### config.mk
export PLATFORM = sky130hd
export DESIGN_NAME = serial_mem_receiver_flat
export DESIGN_NICKNAME = d
export VERILOG_FILES = /design/src/rtl/serial_mem_receiver_pkg.sv /design/src/rtl/serial_mem_receiver_if.sv /design/src/rtl/serial_mem_receiver_sync_ram_16x8.sv /design/src/rtl/serial_mem_receiver.sv /design/src/flat_wrapper.sv
export SDC_FILE = /design/constraint.sdc
export NUM_CORES = 1
export LEC_CHECK = 0
export ABC_AREA = 1
export ABC_CLOCK_PERIOD_IN_PS = 5400
export CORE_MARGIN = 5
export CORE_UTILIZATION = 30
export DETAILED_ROUTE_END_ITERATION = 6
export GPL_ROUTABILITY_DRIVEN = 0
export RECOVER_POWER = 25
export SETUP_SLACK_MARGIN = 0.3
export SYNTH_ARGS = -nofsm -noshare
export SYNTH_HDL_FRONTEND = slang
export SYNTH_SLANG_ARGS = --single-unit
### constraint.sdc
create_clock -name clock -period 5.4 [get_ports clock]
set_clock_uncertainty 0.15 [all_clocks]
set_input_delay 0.54 -clock clock [delete_from_list [all_inputs] [get_ports clock]]
set_output_delay 0.54 -clock clock [all_outputs]
set_load 0.02 [all_outputs]
### src/rtl/serial_mem_receiver_pkg.sv
// Shared constants and state encoding for the serial memory receiver.
//   DATA_W : bits per byte / memory word
//   DEPTH  : number of memory locations
//   ADDR_W : address width, clog2(DEPTH)
//   state_t: receiver FSM states
package serial_mem_receiver_pkg;
    localparam int DATA_W = 8;
    localparam int DEPTH  = 16;
    localparam int ADDR_W = $clog2(DEPTH);

    typedef enum logic [1:0] {
        IDLE = 2'd0,
        RECV = 2'd1,
        FULL = 2'd2
    } state_t;
endpackage

### src/rtl/serial_mem_receiver_if.sv
// Bus bundle for the serial memory receiver.
//   master: drives bit_in, bit_valid and rd_addr; observes the status and read data.
//   slave : the receiver side, which sees the serial stream and read address
//           and returns rd_data, wr_addr, bit_count, last_byte, byte_done,
//           mem_full and overflow.
interface serial_mem_receiver_if;
    import serial_mem_receiver_pkg::*;

    logic              bit_in;
    logic              bit_valid;
    logic [ADDR_W-1:0] rd_addr;
    logic [DATA_W-1:0] rd_data;
    logic [ADDR_W-1:0] wr_addr;
    logic [2:0]        bit_count;
    logic [DATA_W-1:0] last_byte;
    logic              byte_done;
    logic              mem_full;
    logic              overflow;

    modport master (
        output bit_in, bit_valid, rd_addr,
        input  rd_data, wr_addr, bit_count, last_byte, byte_done, mem_full, overflow
    );

    modport slave (
        input  bit_in, bit_valid, rd_addr,
        output rd_data, wr_addr, bit_count, last_byte, byte_done, mem_full, overflow
    );
endinterface

### src/rtl/serial_mem_receiver_sync_ram_16x8.sv
// DEPTH x DATA_W byte store: synchronous write, asynchronous read.
//   clock : write clock
//   we    : write enable
//   waddr : write address
//   wdata : write data
//   raddr : read address
//   rdata : mem[raddr], combinational
// The array has no reset; contents survive a receiver clear.
module sync_ram_16x8
    import serial_mem_receiver_pkg::*;
(
    input  logic              clock,
    input  logic              we,
    input  logic [ADDR_W-1:0] waddr,
    input  logic [DATA_W-1:0] wdata,
    input  logic [ADDR_W-1:0] raddr,
    output logic [DATA_W-1:0] rdata
);
    logic [DATA_W-1:0] mem [DEPTH];

    always_ff @(posedge clock) begin
        if (we) begin
            mem[waddr] <= wdata;
        end
    end

    // Read-during-write returns the old word until the edge commits.
    assign rdata = mem[raddr];
endmodule

### src/rtl/serial_mem_receiver.sv
// Serial-to-parallel receiver that fills a DEPTH x DATA_W store from an
// LSB-first bit stream, one byte per DATA_W accepted bits.
//   clock : system clock, rising edge
//   clear : synchronous active-high reset, overrides all other inputs
//   bus   : slave side of serial_mem_receiver_if
//           (bit_in/bit_valid stream, rd_addr/rd_data inspection port,
//            wr_addr, bit_count, last_byte, byte_done, mem_full, overflow)
module serial_mem_receiver
    import serial_mem_receiver_pkg::*;
(
    input  logic                  clock,
    input  logic                  clear,
    serial_mem_receiver_if.slave  bus
);
    state_t            state, state_next;
    logic [DATA_W-1:0] sr;
    logic [2:0]        bit_count;
    logic [ADDR_W-1:0] wr_addr;
    logic [DATA_W-1:0] last_byte;
    logic              byte_done;
    logic              overflow;

    logic              accept;
    logic              complete;
    logic              overflow_set;
    logic [DATA_W-1:0] sr_next;

    // New bit enters at the top, so the k-th received bit lands at bit k.
    assign sr_next = {bus.bit_in, sr[DATA_W-1:1]};

    always_comb begin
        state_next   = state;
        accept       = 1'b0;
        complete     = 1'b0;
        overflow_set = 1'b0;
        case (state)
            IDLE: begin
                if (bus.bit_valid) begin
                    accept     = 1'b1;
                    state_next = RECV;
                end
            end
            RECV: begin
                if (bus.bit_valid) begin
                    accept = 1'b1;
                    if (bit_count == 3'd7) begin
                        complete = 1'b1;
                        if (wr_addr == ADDR_W'(DEPTH - 1)) begin
                            state_next = FULL;
                        end
                    end
                end
            end
            FULL: begin
                // Stream is dropped; only flag that data was lost.
                overflow_set = bus.bit_valid;
            end
            default: state_next = IDLE;
        endcase
    end

    always_ff @(posedge clock) begin
        if (clear) begin
            state     <= IDLE;
            sr        <= '0;
            bit_count <= '0;
            wr_addr   <= '0;
            last_byte <= '0;
            byte_done <= 1'b0;
            overflow  <= 1'b0;
        end else begin
            state     <= state_next;
            byte_done <= complete;
            if (accept) begin
                sr        <= sr_next;
                bit_count <= bit_count + 3'd1;
            end
            if (complete) begin
                last_byte <= sr_next;
                // Wraps to 0 on the last location, which is also the FULL value.
                wr_addr   <= wr_addr + ADDR_W'(1);
            end
            if (overflow_set) begin
                overflow <= 1'b1;
            end
        end
    end

    sync_ram_16x8 u_ram (
        .clock (clock),
        .we    (complete && !clear),
        .waddr (wr_addr),
        .wdata (sr_next),
        .raddr (bus.rd_addr),
        .rdata (bus.rd_data)
    );

    assign bus.wr_addr   = wr_addr;
    assign bus.bit_count = bit_count;
    assign bus.last_byte = last_byte;
    assign bus.byte_done = byte_done;
    assign bus.mem_full  = (state == FULL);
    assign bus.overflow  = overflow;
endmodule

### src/flat_wrapper.sv
// flat-port wrapper written by rule: the top's interface ports become plain ports
module serial_mem_receiver_flat import serial_mem_receiver_pkg::*;
  (clock, clear, bus_bit_in, bus_bit_valid, bus_rd_addr, bus_rd_data, bus_wr_addr, bus_bit_count, bus_last_byte, bus_byte_done, bus_mem_full, bus_overflow);
  serial_mem_receiver_if bus_i ();
  input  logic clock;
  input  logic clear;
  input wire logic [$bits(bus_i.bit_in)-1:0] bus_bit_in;
  input wire logic [$bits(bus_i.bit_valid)-1:0] bus_bit_valid;
  input wire logic [$bits(bus_i.rd_addr)-1:0] bus_rd_addr;
  output wire logic [$bits(bus_i.rd_data)-1:0] bus_rd_data;
  output wire logic [$bits(bus_i.wr_addr)-1:0] bus_wr_addr;
  output wire logic [$bits(bus_i.bit_count)-1:0] bus_bit_count;
  output wire logic [$bits(bus_i.last_byte)-1:0] bus_last_byte;
  output wire logic [$bits(bus_i.byte_done)-1:0] bus_byte_done;
  output wire logic [$bits(bus_i.mem_full)-1:0] bus_mem_full;
  output wire logic [$bits(bus_i.overflow)-1:0] bus_overflow;
  assign bus_i.bit_in = bus_bit_in;
  assign bus_i.bit_valid = bus_bit_valid;
  assign bus_i.rd_addr = bus_rd_addr;
  assign bus_rd_data = bus_i.rd_data;
  assign bus_wr_addr = bus_i.wr_addr;
  assign bus_bit_count = bus_i.bit_count;
  assign bus_last_byte = bus_i.last_byte;
  assign bus_byte_done = bus_i.byte_done;
  assign bus_mem_full = bus_i.mem_full;
  assign bus_overflow = bus_i.overflow;
  serial_mem_receiver u_core (.clock(clock), .clear(clear), .bus(bus_i));
endmodule
==> results of run 1 <==
## where the power goes
part | internal [µW] | total, µW | switching (µW) | leakage, µW
clock | 657 | 1140 | 479 | 0.000293
sequential | 1290 | 1320 | 22.0 | 0.00138
combinational | 46.3 | 133 | 86.2 | 0.00153
total | 2000 | 2580 | 587 | 0.00321
## cells in the mapped netlist, drive strengths merged
| master | instances | area share |
|---|---|---|
| edfxtp | 128 | 0.58 |
| clkbuf | 2 | 0.0011 |
| nor2 | 57 | 0.035 |
| nand2 | 184 | 0.11 |
| o21a | 1 | 0.0011 |
| xor2 | 2 | 0.0026 |
| dfxtp | 26 | 0.079 |
| inv | 107 | 0.061 |
| nand3 | 100 | 0.076 |
| ha | 6 | 0.011 |
| a21oi | 4 | 0.0030 |
| o21ai | 21 | 0.016 |
| buf | 27 | 0.029 |
| clkinv | 1 | 0.00057 |
## stage by stage
step | total power (µW) | hold slack [ps] | utilization | setup WS, ps | std cells
after floorplan | 1420 | 377 | - | 3270 | 666
after detailed placement | 1470 | 303 | 0.327 | 1890 | 953
final | 2580 | 308 | 0.354 | 1910 | 985
after CTS | 2600 | 314 | 0.354 | 1880 | 985
after global routing | 2680 | 362 | 0.354 | 1700 | 985
after global placement | 1470 | 297 | 0.327 | 1910 | 953
## layer usage
metal / global-route usage / up-vias / share of wire
li1: - / 2197 / -
met1: 0.176 / 2090 / 0.48
met2: 0.191 / 105 / 0.46
met3: 0.0362 / 16 / 0.053
met4: 0.0390 / 0 / 0.015
met5: 0 / - / 0
## cell type report
class	count	area share
clock buffer	20	0.0635
clock inverter	12	0.0114
inverter	108	0.0526
multi-input combinational	375	0.215
sequential	154	0.567
tap	280	0.0455
timing repair buffer	36	0.0452
## flip-flops by register name, summed over array words and instances (netlist names)
| name | cells |
|---|---|
| u_core.bus.last_byte | 8 |
| u_core.state | 2 |
| u_core.u_ram.mem | 128 |
| u_core.bus.wr_addr | 4 |
| u_core.bus.overflow | 1 |
| u_core.bus.bit_count | 3 |
| u_core.bus.byte_done | 1 |
| u_core.sr | 7 |
## worst max-delay path, delay by kind of cell
kind / cells / cell delay [ps]
buf+inv: 4 / 1770
simple gates: 4 / 480
## logic make-up (layout without fill, tap and decap cells)
group / after synthesis / count (layout)
simple gates: 341 / 341
flops: 154 / 154
buf+inv: 137 / 176
compound gates: 26 / 26
fa+ha+maj: 6 / 6
xor+xnor: 2 / 2
## worst paths after layout
path | from | slack (ps) | endpoint | depth (start not counted)
worst min-delay path | u_core.bus.overflow$_SDFFE_PP0P_ | 310 | u_core.bus.overflow$_SDFFE_PP0P_ | 2
worst min register to register | u_core.bus.overflow$_SDFFE_PP0P_ | 310 | u_core.bus.overflow$_SDFFE_PP0P_ | 2
worst max-delay path | bus_rd_addr[1] | 1910 | bus_rd_data[0] | 8
worst max register to register | u_core.bus.bit_count[0]$_SDFFE_PP0P_ | 2470 | u_core.u_ram.mem[4][3]$_DFFE_PP_ | 8
==> results.md, run 1 <==
Finish:
- Relative to the synthesized area, the layout overhead comes to 16.2%.
- The sequential cell area in the final layout is 4360 µm².
- The most common cell after layout, fill and taps aside is sky130_fd_sc_hd__nand2_1.
- The count of inserted antenna diode cells is 0.
- The share of layout cells above drive strength 1 is 0.0624.
- In the layout the commonest cells are 180 x sky130_fd_sc_hd__nand2_1, 128 x sky130_fd_sc_hd__edfxtp_1, 105 x sky130_fd_sc_hd__inv_1.
- Summing all multi-input logic gate instances after layout gives between 1500 and 2000 µm².
- The count of filler cells inserted in the layout is 2174.
- The layout net count is around 710.
- The cell area after layout is between 7000 and 8000 µm².

STA:
- The worst pin sits at a relative slew slack of 0.238.
- The final count of negative-setup-slack endpoints is 0.
- The transition time of the tightest slew-check pin is approximately 1100 ps.
- The final critical delay including setup and external delays is 3490 ps.
- Setup repair after global routing left no endpoint under its margin.
- For this run, the top clock speed supported by timing is 286 MHz.
- The final sum of negative setup slack is 0 ps.
- Of the available clock period, the critical path in the final layout requires 0.647.
- The final-report hold violation count is 0.
- The number of slew-limit violations in the final report is 0.

Clock tree:
- In this run the post-CTS setup repair buffer count came out at 0.
- The clock tree synthesis step divided the H-tree into 4 levels.
- The number of gates resized after CTS was 0.
- CTS placed an instance of sky130_fd_sc_hd__clkbuf_16 at the clock tree root.
- TritonCTS built the clock tree.
- The buffer levels on the longest clock path is 2.
- The clock reaches the later pin of the worst-skew pair after 430 ps.
- Clock tree synthesis inserted a total of 17 buffers.
- The clock edge transition at the registers on the reported setup and hold paths is 60 ps.
- After clock tree synthesis, the flow added hold-fix buffers numbering 0.
- The clock net in this run drives a total of around 150 sinks.

Route:
- The number of violations reported at the end of detailed-routing iteration 0 is 318.
- Before antenna repair, the detailed router went through 5 iterations.
- The count of nets left with antenna violations after detail routing is 0.
- The count of unresolved DRC violations after routing is 0.
- Across all layers, the routed design uses roughly 4400 vias.
- After detailed routing, the number of vias per cell comes to between 4 and 5.
- Dividing the detail-routed wire length by the instance count gives 15.4 µm.
- The routed design has between 15 and 20 mm of wire.

Critical path:
- The cell with the biggest individual delay on the critical path is sky130_fd_sc_hd__clkdlybuf4s50_1.
- The startpoint kind of the worst setup timing path is a primary input.
- Traced cell by cell, the critical path runs through clkdlybuf4s50_1, buf_4, inv_2, nand3_1, nand3_1, nand3_1, nand2_1, clkdlybuf4s50_1.
- At the worst endpoint, the required time is between 4000 and 5000 ps.
- The capturing element type of the critical path is an output pin.
- The signal arrival time at the worst endpoint is around 2800 ps.
- The setup path with the least slack is of type primary input to output pin.
- In this design, the stage delay of the slowest critical-path cell is roughly 600 ps.
- Of all nets on the critical path, the largest fanout is 33.
- The most numerous cell type found on the critical path is sky130_fd_sc_hd__nand3_1.

Synthesis:
- The synthesized cell area is around 6600 µm².
- The simple-gate share of the synthesized area is 0.216.
- Yosys mapped the design onto 19 distinct sky130hd cell types.
- Of the total synthesized cell area, the portion taken by full adders, half adders and majority gates is 0.0113.
- Of the synthesized area, sequential elements account for 0.659.
- The fraction of synthesized area in multiplexers is 0.
- The compound-gate portion of the synthesized area is 0.0200.
- The synthesized netlist cell count is ~670.
- Of the total synthesized cell area, the portion taken by XOR and XNOR cells is 0.00264.
- The number of nets in the synthesized netlist is 680.
- Synthesis inferred approximately 150 register bits.
- The average size of a mapped cell is around 9.9 µm².
- The number of warnings issued by yosys is 0.
- The largest family of logic cells by synthesized area is simple AND/OR/NAND/NOR gates.

Placed design:
- The quantity of I/O buffers inserted on ports is 33.
- After legalization and detailed placement, the total HPWL measured 9.32 mm.
- The cell area reported after detailed placement is 7120 µm².

Hold path:
- The worst hold path class is flip-flop to flip-flop.

Power and ir drop:
- The areal power density over the cells is about 340 nW/µm².
- The maximum ir drop on the vdd rail is approximately 0.00021 V.
- The leakage power is between 0.003 and 0.004 µW.

Die:
- Measured along the x axis, the die boundary spans about 160 µm.
- The die is 159 µm tall.
- The initial utilization of the core area, before any placement, comes to 0.305.
- The total die area is 25200 µm².
- The core outline area is 21800 µm².
- After floorplanning, the core was divided into 54 placement rows.
- The number of I/O pins is 34.

GRT:
- Entering global routing, the biggest net connects 65 pins.
- For this run, the total global-route usage over all layers was measured as 0.126.
- The global-route wire length before repair is 23.7 mm.
- The number of antenna violations at the first check in global routing is 0.
- The number of global-route vias before repair was between 4000 and 5000.
- After global routing the overflow that remains totals 0.

Outcome:
- The run finished with clean final reports.

Run:
- The number of maximum-capacitance constraint violations is 0.
No activity file was read; power rests on OpenSTA's default activity.
==> run 2: changes to the inputs <==
--- a/config.mk
+++ b/config.mk
@@ -6,7 +6,7 @@
 export NUM_CORES = 1
 export LEC_CHECK = 0
 export ABC_AREA = 1
-export ABC_CLOCK_PERIOD_IN_PS = 5400
+export ABC_CLOCK_PERIOD_IN_PS = 3100
 export CORE_MARGIN = 5
 export CORE_UTILIZATION = 30
 export DETAILED_ROUTE_END_ITERATION = 6
==> constraint.sdc (replaced) <==
create_clock -name clock -period 3.1 [get_ports clock]
set_clock_uncertainty 0.15 [all_clocks]
set_input_delay 0.31 -clock clock [delete_from_list [all_inputs] [get_ports clock]]
set_output_delay 0.31 -clock clock [all_outputs]
set_load 0.02 [all_outputs]
==> run 2 against run 1 <==
Against the previous run:
- sequential power increased by 73%
- wire length increased by 1.3%
- flip-flop and latch count unchanged
- clock-buffer cell count increased by 5
- hold slack got worse by 1.9 ps
- first-iteration DRC count decreased by 10%
- die area unchanged
- total power increased by 79%
- critical endpoint is now bus_rd_data[1]
==> results.md, run 2 (synthesis results as in run 1) <==
Critical path:
- The capturing element type of the critical path is an output pin (unchanged).
- The maximum fanout along the worst path came to 11 (was 33).
- The category of the critical setup timing path was primary input to output pin (unchanged).
- Critical path cell sequence: clkdlybuf4s50_1, inv_2, buf_4, nand3_1, nand3_1, nand3_1, nand2_1, clkdlybuf4s50_1 (was clkdlybuf4s50_1, buf_4, inv_2, nand3_1, nand3_1, nand3_1, nand2_1, clkdlybuf4s50_1).
- The worst path required time is 2640 ps (was 4710 ps).
- The startpoint kind of the worst setup timing path was a primary input (unchanged).
- The delay of the slowest cell on the worst path is 600 ps (about the same).
- The cell with the biggest individual delay on the critical path was sky130_fd_sc_hd__clkdlybuf4s50_1 (unchanged).
- The cell occurring most often along the worst timing path is sky130_fd_sc_hd__nand3_1 (unchanged).
- The signal arrival time at the worst endpoint came to 2200 ps (was 2800 ps).

Die:
- The effective utilization at floorplan is 0.305 (unchanged).
- The number of I/O pins is 34 (unchanged).
- The die height is 159 µm (unchanged).
- The total number of placement rows is 54 (unchanged).
- The width of the die came to 159 µm (unchanged).
- The total die area is 25200 µm² (unchanged).
- The core outline area is 21800 µm² (unchanged).

Power and ir drop:
- The relative contribution of sequential cells to total power came to 0.495 (was 0.509).
- The net switching share of the total power was 0.214 (was 0.227).
- The combinational fraction of design power is 0.053 (was 0.051).
- The leakage power is 0.00337 µW (was 0.00321 µW).
- The internal power component is 3640 µW (was 2000 µW).
- The maximum ir drop on the vdd rail came to 0.000354 V (was 0.000214 V).
- The areal power density over the cells is 581 nW/µm² (was 336 nW/µm²).
- The share of total power in the clock network is 0.452 (was 0.440).
- The net switching power is 990 µW (was 587 µW).

GRT:
- The global-route wire length before repair is 24.2 mm (was 23.7 mm).
- The number of antenna violations at the first check in global routing is 0 (unchanged).
- The combined global-route utilization of all metal layers is 0.129 (was 0.126).
- The number of global-route vias before repair came to 4290 (was 4162).
- The leftover overflow at the end of global routing came to 0 (unchanged).
- The maximum number of pins on one net before global-route repair was 65 (unchanged).

STA:
- Derived from the worst setup path, the maximum achievable clock frequency is 376 MHz.
- The final critical delay including setup and external delays is 2660 ps.
- The final sum of negative setup slack is 0 ps (unchanged).
- RSZ-0062 raised after global routing: false (unchanged).
- The worst-case headroom to the max-slew limit came to 0.425 (was 0.238).
- The final-report hold violation count is 0 (unchanged).
- The number of slew-limit violations in the final report is 0 (unchanged).
- The part of the cycle the worst path needs is 0.858.
- The final count of negative-setup-slack endpoints is 0 (unchanged).
- The transition time of the tightest slew-check pin was 860 ps (was 1140 ps).

Finish:
- The count of inserted antenna diode cells is 0 (unchanged).
- The post-synthesis to final-layout area growth was 20.2% (was 16.2%).
- Largest registers in the final layout: u_core.u_ram.mem: 128 flops, u_core.bus.last_byte: 8 flops, u_core.sr: 7 flops (unchanged).
- The layout net count is 729 (was 706).
- The flip-flop count of the largest register after layout is 128 (unchanged).
- The cell area after layout is 7960 µm² (was 7700 µm²).
- Top library cells by usage in the layout, fill and taps aside: 180 x sky130_fd_sc_hd__nand2_1, 128 x sky130_fd_sc_hd__edfxtp_1, 104 x sky130_fd_sc_hd__inv_1 (was 180 x sky130_fd_sc_hd__nand2_1, 128 x sky130_fd_sc_hd__edfxtp_1, 105 x sky130_fd_sc_hd__inv_1).
- The most common cell after layout, fill and taps aside is sky130_fd_sc_hd__nand2_1 (unchanged).
- The register with the most flip-flops is u_core.u_ram.mem (unchanged).
- The share of layout cells above drive strength 1 was 0.0934 (was 0.0624).
- The post-route non-filler standard cell count is 1008 (was 985).

Run:
- The number of maximum-capacitance constraint violations is 0 (unchanged).

Placed design:
- The cell area reported after detailed placement is 7350 µm² (was 7120 µm²).
- The quantity of I/O buffers inserted on ports came to 33 (unchanged).
- The sum of net half-perimeters after detailed placement was 9.89 mm (was 9.32 mm).
- The placed instance count is 976 (was 953).

Route:
- The count of unresolved DRC violations after routing is 0 (unchanged).
- The number of violations reported at the end of detailed-routing iteration 0 is 286 (was 318).
- The per-cell via count in the routed design was 4.49 (was 4.48).
- The number of search-and-repair iterations in the first detailed-routing pass is 7 (was 5).
- The count of nets left with antenna violations after detail routing is 0 (unchanged).
- The average routed wire per standard cell was 15.2 µm (was 15.4 µm).
- The sum of routed wire length over all layers is 15.4 mm (was 15.2 mm).
- The number of vias after detailed routing came to 4526 (was 4408).

Clock tree:
- The buffer levels on the longest clock path is 2 (unchanged).
- The number of buffers inserted during clock tree synthesis came to 17 (unchanged).
- The total of hold buffers inserted after clock tree synthesis is 0 (unchanged).
- The CTS tree is yes (unchanged).
- The clock insertion delay at the later pin of the skew report is 420 ps (was 430 ps).
- The clock edge transition at the registers on the reported setup and hold paths is 60 ps (about the same).
- The number of sinks handled by clock tree synthesis came to 154 (unchanged).
- The level count of the clock H-tree was 4 (unchanged).
- The number of resized instances in the post-cts repair step is 0 (unchanged).
- The number of buffers inserted to repair setup after CTS was 0 (unchanged).
- The buffer type at the clock tree root is sky130_fd_sc_hd__clkbuf_16 (unchanged).

Hold path:
- The worst hold path class is flip-flop to flip-flop (unchanged).

Outcome:
- Status: completed (unchanged).
## run 2: path summary, 6_finish.rpt
check                                             from                                to  slack (ps)  cells past startpoint
hold reg to reg       u_core.bus.overflow$_SDFFE_PP0P_  u_core.bus.overflow$_SDFFE_PP0P_         310                      2
hold / removal        u_core.bus.overflow$_SDFFE_PP0P_  u_core.bus.overflow$_SDFFE_PP0P_         310                      2
setup / recovery                        bus_rd_addr[1]                    bus_rd_data[1]         440                      8
setup reg to reg  u_core.bus.bit_count[0]$_SDFFE_PP0P_  u_core.u_ram.mem[6][4]$_DFFE_PP_         820                      9
## run 2: metrics by stage
step	setup WS [ps]	util	hold slack [ps]	power (µW)
CTS	431	0.366	310	4670
detailed placement	451	0.338	296	2580
global route	313	0.366	353	4800
floorplan	968	-	229	2480
finish	439	0.366	306	4630
global placement	449	0.338	294	2580
## run 2: layout make-up
type,count,area [µm²]
Fill cell,2143,13800
Sequential cell,154,4360
Multi-Input combinational cell,375,1660
Clock buffer,25,574
Timing Repair Buffer,59,571
Inverter,108,405
Tap cell,280,350
Clock inverter,7,42.5
## run 2: routing by layer
metal / track usage / part of all wire
met5: 0 / 0
met4: 0.0439 / 0.019
met3: 0.0405 / 0.055
met2: 0.199 / 0.47
met1: 0.172 / 0.46
## run 2: worst max-delay path: cells and delay by family
family,cells,cell delay (ps)
simple gates,4,380
buf+inv,4,1510
## run 2: power by group through the flow
stage | clock [µW] | combinational [µW] | sequential (µW)
2_1_floorplan | 0 | 154 | 2320
3_3_place_gp | 0 | 247 | 2340
3_5_place_dp | 0 | 248 | 2340
4_1_cts | 2130 | 249 | 2290
5_1_grt | 2230 | 272 | 2290
6_report | 2090 | 245 | 2290
